==> src/rtl/spi_pkg.sv <==
// rtl/spi_pkg.sv - shared types for the SPI master
//
// Contents:
//   spi_state_t    : transfer sequencer states
//   spi_mode_t     : CPOL/CPHA pair captured at transfer start
//   is_sample_edge : selects whether an SCLK edge samples MISO or drives MOSI
package spi_pkg;

  typedef enum logic [1:0] {
    IDLE,
    SETUP,
    XFER,
    HOLD
  } spi_state_t;

  typedef struct packed {
    logic cpol;
    logic cpha;
  } spi_mode_t;

  // With cpha=0 data is sampled on the leading edge; with cpha=1 on the
  // trailing edge. The other edge of each pair is the drive edge.
  function automatic logic is_sample_edge(input logic leading, input logic cpha);
    return leading ^ cpha;
  endfunction

endpackage

==> src/rtl/spi_clk_div.sv <==
// rtl/spi_clk_div.sv - half-period tick generator for SCLK
//
// Ports:
//   clk  : system clock
//   rst  : synchronous active-high reset
//   en   : count enable; the counter is held at zero while low
//   tick : one-cycle pulse on the last cycle of every CLK_DIV-cycle period
module spi_clk_div #(
  parameter int CLK_DIV = 4
) (
  input  logic clk,
  input  logic rst,
  input  logic en,
  output logic tick
);

  // A single-cycle divider still needs a one-bit counter to stay legal.
  localparam int CW = (CLK_DIV > 1) ? $clog2(CLK_DIV) : 1;
  localparam logic [CW-1:0] LAST = CW'(CLK_DIV - 1);

  logic [CW-1:0] cnt;

  always_ff @(posedge clk) begin
    if (rst || !en) begin
      cnt <= '0;
    end else if (cnt == LAST) begin
      cnt <= '0;
    end else begin
      cnt <= cnt + 1'b1;
    end
  end

  // Combinational so the first period after en rises is exactly CLK_DIV long.
  assign tick = en && (cnt == LAST);

endmodule

==> src/rtl/spi_master.sv <==
// rtl/spi_master.sv - single-word SPI master, all CPOL/CPHA modes, MSB first
//
// Ports:
//   clk, rst          : system clock, synchronous active-high reset
//   start             : transfer request, honoured only while idle
//   tx_data           : word to send, captured when start is accepted
//   cpol, cpha        : SPI mode, captured when start is accepted
//   rx_data           : last received word, updated with done
//   busy              : transfer in progress
//   done              : one-cycle pulse when the transfer finishes
//   sclk, ss, mosi    : SPI clock, active-low select, master-out data
//   miso              : master-in data (not synchronised here)
module spi_master
  import spi_pkg::*;
#(
  parameter int DATA_W  = 8,
  parameter int CLK_DIV = 4
) (
  input  logic              clk,
  input  logic              rst,
  input  logic              start,
  input  logic [DATA_W-1:0] tx_data,
  input  logic              cpol,
  input  logic              cpha,
  output logic [DATA_W-1:0] rx_data,
  output logic              busy,
  output logic              done,
  output logic              sclk,
  output logic              ss,
  output logic              mosi,
  input  logic              miso
);

  localparam int EW = $clog2(2 * DATA_W + 1);
  localparam logic [EW-1:0] LAST_EDGE = EW'(2 * DATA_W - 1);

  spi_state_t        state;
  spi_mode_t         mode_q;
  logic [DATA_W-1:0] tx_sh;
  logic [DATA_W-1:0] rx_sh;
  logic [EW-1:0]     edge_cnt;
  logic              tick;
  logic              div_en;
  logic              leading;

  assign div_en = (state != IDLE);

  // Edges alternate leading/trailing starting with a leading edge at 0.
  assign leading = ~edge_cnt[0];

  spi_clk_div #(
    .CLK_DIV(CLK_DIV)
  ) u_clk_div (
    .clk (clk),
    .rst (rst),
    .en  (div_en),
    .tick(tick)
  );

  always_ff @(posedge clk) begin
    if (rst) begin
      state    <= IDLE;
      mode_q   <= '0;
      tx_sh    <= '0;
      rx_sh    <= '0;
      edge_cnt <= '0;
      rx_data  <= '0;
      busy     <= 1'b0;
      done     <= 1'b0;
      sclk     <= 1'b0;
      ss       <= 1'b1;
      mosi     <= 1'b0;
    end else begin
      done <= 1'b0;
      case (state)
        IDLE: begin
          // Track the live polarity so the line already rests at the
          // right level when a transfer begins.
          sclk <= cpol;
          if (start) begin
            state       <= SETUP;
            mode_q.cpol <= cpol;
            mode_q.cpha <= cpha;
            ss          <= 1'b0;
            busy        <= 1'b1;
            edge_cnt    <= '0;
            rx_sh       <= '0;
            if (!cpha) begin
              // cpha=0 needs the MSB valid before the first leading edge.
              mosi  <= tx_data[DATA_W-1];
              tx_sh <= {tx_data[DATA_W-2:0], 1'b0};
            end else begin
              mosi  <= 1'b0;
              tx_sh <= tx_data;
            end
          end
        end

        SETUP: begin
          sclk <= mode_q.cpol;
          if (tick) begin
            state <= XFER;
          end
        end

        XFER: begin
          if (tick) begin
            sclk     <= ~sclk;
            edge_cnt <= edge_cnt + 1'b1;
            if (is_sample_edge(leading, mode_q.cpha)) begin
              rx_sh <= {rx_sh[DATA_W-2:0], miso};
            end else if (edge_cnt != LAST_EDGE) begin
              // The final trailing edge of cpha=0 has no further bit to send.
              mosi  <= tx_sh[DATA_W-1];
              tx_sh <= {tx_sh[DATA_W-2:0], 1'b0};
            end
            if (edge_cnt == LAST_EDGE) begin
              state <= HOLD;
            end
          end
        end

        HOLD: begin
          sclk <= mode_q.cpol;
          if (tick) begin
            state   <= IDLE;
            ss      <= 1'b1;
            busy    <= 1'b0;
            done    <= 1'b1;
            rx_data <= rx_sh;
          end
        end

        default: begin
          state <= IDLE;
        end
      endcase
    end
  end

endmodule
==> config.mk <==
export PLATFORM = sky130hd
export DESIGN_NAME = spi_master
export DESIGN_NICKNAME = d
export VERILOG_FILES = /design/src/rtl/spi_pkg.sv /design/src/rtl/spi_clk_div.sv /design/src/rtl/spi_master.sv
export SDC_FILE = /design/constraint.sdc
export NUM_CORES = 1
export LEC_CHECK = 0
export BUFFER_PORTS_ARGS = -buffer_cell sky130_fd_sc_hd__buf_4
export CORE_MARGIN = 1
export CORE_UTILIZATION = 50
export CTS_CLUSTER_DIAMETER = 150
export DETAILED_ROUTE_END_ITERATION = 7
export PLACE_DENSITY = 0.74
export RECOVER_POWER = 100
export SLEW_MARGIN = 20
export SYNTH_ARGS = -nofsm -noshare
export SYNTH_HDL_FRONTEND = slang
export SYNTH_SLANG_ARGS = --single-unit
==> constraint.sdc <==
create_clock -name clk -period 1.6 [get_ports clk]
set_input_delay 0.16 -clock clk [delete_from_list [all_inputs] [get_ports clk]]
set_output_delay 0.16 -clock clk [all_outputs]
set_load 0.03 [all_outputs]
==> run summary <==
Outcome = finished with violations
Failing checks = negative setup slack
Min-Delay Path Class = input pin to flip-flop
Routed wire length = 4163 um
Period utilization = 101.8%
Clock slew at reported path FFs = 0.08 ns
Max-cap violations = 0
Fin worst setup slack = -0.02845 ns
Worst setup SP type = flip-flop
Syn-to-layout area delta = 28.88%
Synth Area in Compound Gates = 16.40%
DRC = 0
Drt pass-1 iters = 4
Post-synthesis area per instance = 8.706 um2
Post-synthesis net count = 235
Most frequent cell after synthesis = dfxtp_1
R2R Setup Slk = -0.03 ns
Non-filler cells, final = 303
Initial core utilization = 53.87%
Vias in the first global route = 1522
# setup viols final = 6
PD cells = 1445 nW/um2
First-pass GRT wire length = 7003 um
Yosys top cell by area = dfxtp_1
Die H = 62.90 um
H-Tree Level Count = 2
CP arrival = 1.81 ns
Num Clock Sinks = 40
Iter 0 DRT Violations = 73
Antenna Cells = 0
Synth cell count leaders = 40 x dfxtp_1, 28 x nand2_1, 24 x a21oi_1, 22 x nor2_1, 16 x mux2i_1
Hpwl dp = 2579 um
Antenna-violating nets left = 0
Die footprint = 3956 um2
Top_reg_cell synth = dfxtp_1
PortBufs = 26
Via Count = 1626
Worst-Margin Slew = 0.4194 ns
Hold path start = miso
Initial antenna violation count = 0
Largest family of logic cells by synthesized area = simple AND/OR/NAND/NOR gates
Fmax = 614.1 MHz
CTS Root Cell = clkbuf_8
Hold-critical path depth = 3
FFs w/ async S/R, synth = 0%
Final clock skew = 0.004560 ns
CTS tree = yes
Post-Synth Simple-Gate Area = 19.57%
DP Cell Count = 292
Final worst path period need = 1.628 ns
Gr usage total = 22.98%
Worst slew margin = 72.04%
FP Rows = 21
Synth Area in XOR/XNOR = 1.822%
Unrepaired setup endpoints after global routing = true
Top cells by area, synth = dfxtp_1 43%, mux2i_1 8.6%, a21oi_1 6.5%
Post-synthesis adder-cell area fraction = 5.398%
Maximum vdd drop = 0.001107 V
Worst r2r src = edge_cnt[0]$_SDFFE_PP0P_
Flop and latch count out of synthesis = 40
Layout Nets = 279
Kind of critical path = flip-flop to flip-flop
Seq/Total Area, Yosys = 43.18%
Vias/cell = 5.366
Worst-path fanout max = 5
Req. time, crit path = 1.78 ns
Top cell type's share of synthesized area = 43.18%
Yosys warning count = 0
P_leak = 0.9164 nW
Yosys cell types = 35
Die Span X = 62.90 um
Fill count = 307
Final slew viol count = 0
Total grt overflow = 0
Layout cell share with drive strength beyond 1 = 28.02%
CTS Hold Bufs = 0
Global placer's final weighted congestion = 0.7482
Num ports = 27
Post-synthesis mux area share = 8.637%
Pin count of the biggest net entering global routing = 41
CP Capture Type = flip-flop
Clk buf depth = 2
R2R depth = 7
Synthesized cell area = 1854 um2
Clock latency on the worst-skew pair = 0.30 ns
Synth Instances = 213
TritonCTS Buffers = 5
Fin. Hold Viols = 0
Worst Hold End = rx_sh[0]$_SDFFE_PP0P_
WL per Instance = 13.74 um
CORE AREA = 3442 um2
Post-synth EDFFs = 0
Final setup TNS = -0.1404 ns
R2r endpoint = tx_sh[6]$_SDFFE_PP0P_
==> placed cells by master, fill, tap and decap left out, types with 2 or more instances in the layout <==
master    netlist  layout
dfxtp_1        40      37
buf_4           0      32
nand2_1        28      27
a21oi_1        24      24
nor2_1         22      21
mux2i_1        16      16
clkbuf_1        8      14
nand3_1        11      11
o211ai_1        8       8
o21ai_0         7       7
clkbuf_8        0       5
ha_4            0       4
inv_1           5       3
nor3_1          3       3
ha_2            0       3
inv_2           0       2
nor2b_4         0       2
a31o_4          1       2
and3b_1         3       2
or2_4           0       2
a22oi_1         2       2
nor2_2          1       2
xor2_1          2       2
dfxtp_2         0       2
clkbuf_4        0       2
==> report_power, final <==
group          total, mW  internal [mW]  leakage [nW]  switching, mW
Combinational       1.58          0.796         0.549          0.781
Clock              0.648          0.295        0.0400          0.353
Sequential          1.23           1.13         0.327         0.0958
==> critical path: stages, from the launching register on <==
cell     delay, ns
dfxtp_4       0.35
ha_4          0.15
and3_4        0.18
ha_4          0.16
nor2b_4       0.17
a31o_4        0.25
mux2i_1       0.19
nor2_1        0.06
==> kinds of logic (layout without fill, tap and decap cells) <==
kind of cell	Yosys count	count (layout)
AND/OR/NAND/NOR	79	79
AO/OA/AOI/OAI	48	49
flip-flops	40	40
buffers and inverters	19	62
multiplexers	16	16
adder cells (fa/ha/maj)	8	8
XOR/XNOR	3	3
==> worst max-delay path by stage <==
stage                                        start  depth (start not counted)               endpoint
after floorplan           edge_cnt[0]$_SDFFE_PP0P_                          8  tx_sh[7]$_SDFFE_PP0P_
after global placement       state[0]$_SDFFE_PP0P_                          5  state[0]$_SDFFE_PP0P_
after detailed placement     state[0]$_SDFFE_PP0P_                          5  state[0]$_SDFFE_PP0P_
after CTS                    state[0]$_SDFFE_PP0P_                          7  rx_sh[4]$_SDFFE_PP0P_
after global routing      edge_cnt[0]$_SDFFE_PP0P_                          7  tx_sh[5]$_SDFFE_PP0P_
final                     edge_cnt[0]$_SDFFE_PP0P_                          7  tx_sh[6]$_SDFFE_PP0P_
==> layer usage <==
| layer | wire, um | global-route usage (%) | vias up | part of all wire (%) |
|---|---|---|---|---|
| li1 | - | - | 828 | - |
| met1 | 1955 | 27.54 | 757 | 47 |
| met2 | 1997 | 39.52 | 36 | 48 |
| met3 | 157 | 4.562 | 5 | 3.8 |
| met4 | 51 | 9.593 | 0 | 1.2 |
| met5 | 0 | 0 | - | 0 |
==> registers in the layout, indices dropped and copies added, names as in the netlist, 2 cells and up <==
register,count
state,2
rx_data,8
edge_cnt,5
rx_sh,8
mode_q,2
tx_sh,8
u_clk_div.cnt,2
==> what timing repair did <==
action / in CTS / in global routing
cloned: 1 / 0
pin swaps: 3 / 4
setup buffers: 0 / 3
endpoints found under the setup margin: 32 / 32
resized for setup: 15 / 13
==> stage by stage <==
stage / cell area, um2 / utilization (%) / power [mW] / setup slack (ns) / hold WS (ns)
3_3_place_gp: 2221 / 64.52 / 2.499 / -0.07995 / 0.4116
4_1_cts: 2381 / 69.17 / 3.337 / -0.02074 / 0.1161
6_report: 2390 / 69.43 / 3.453 / -0.02845 / 0.1231
3_5_place_dp: 2221 / 64.52 / 2.520 / -0.1644 / 0.4218
5_1_grt: 2390 / 69.43 / 3.671 / -0.1145 / 0.1306
2_1_floorplan: 1884 / - / 2.110 / -0.01550 / 0.2960
==> cell type report <==
class | instances | area (um2) | share of cell area, %
Tap cell | 46 | 57.56 | 2.408
Sequential cell | 40 | 807.0 | 33.77
Multi-Input combinational cell | 155 | 1101 | 46.07
Clock inverter | 2 | 12.51 | 0.5236
Inverter | 5 | 18.77 | 0.7853
Timing Repair Buffer | 50 | 324.1 | 13.56
Clock buffer | 5 | 68.82 | 2.880
Note: power is estimated with default switching activity, not from simulation.
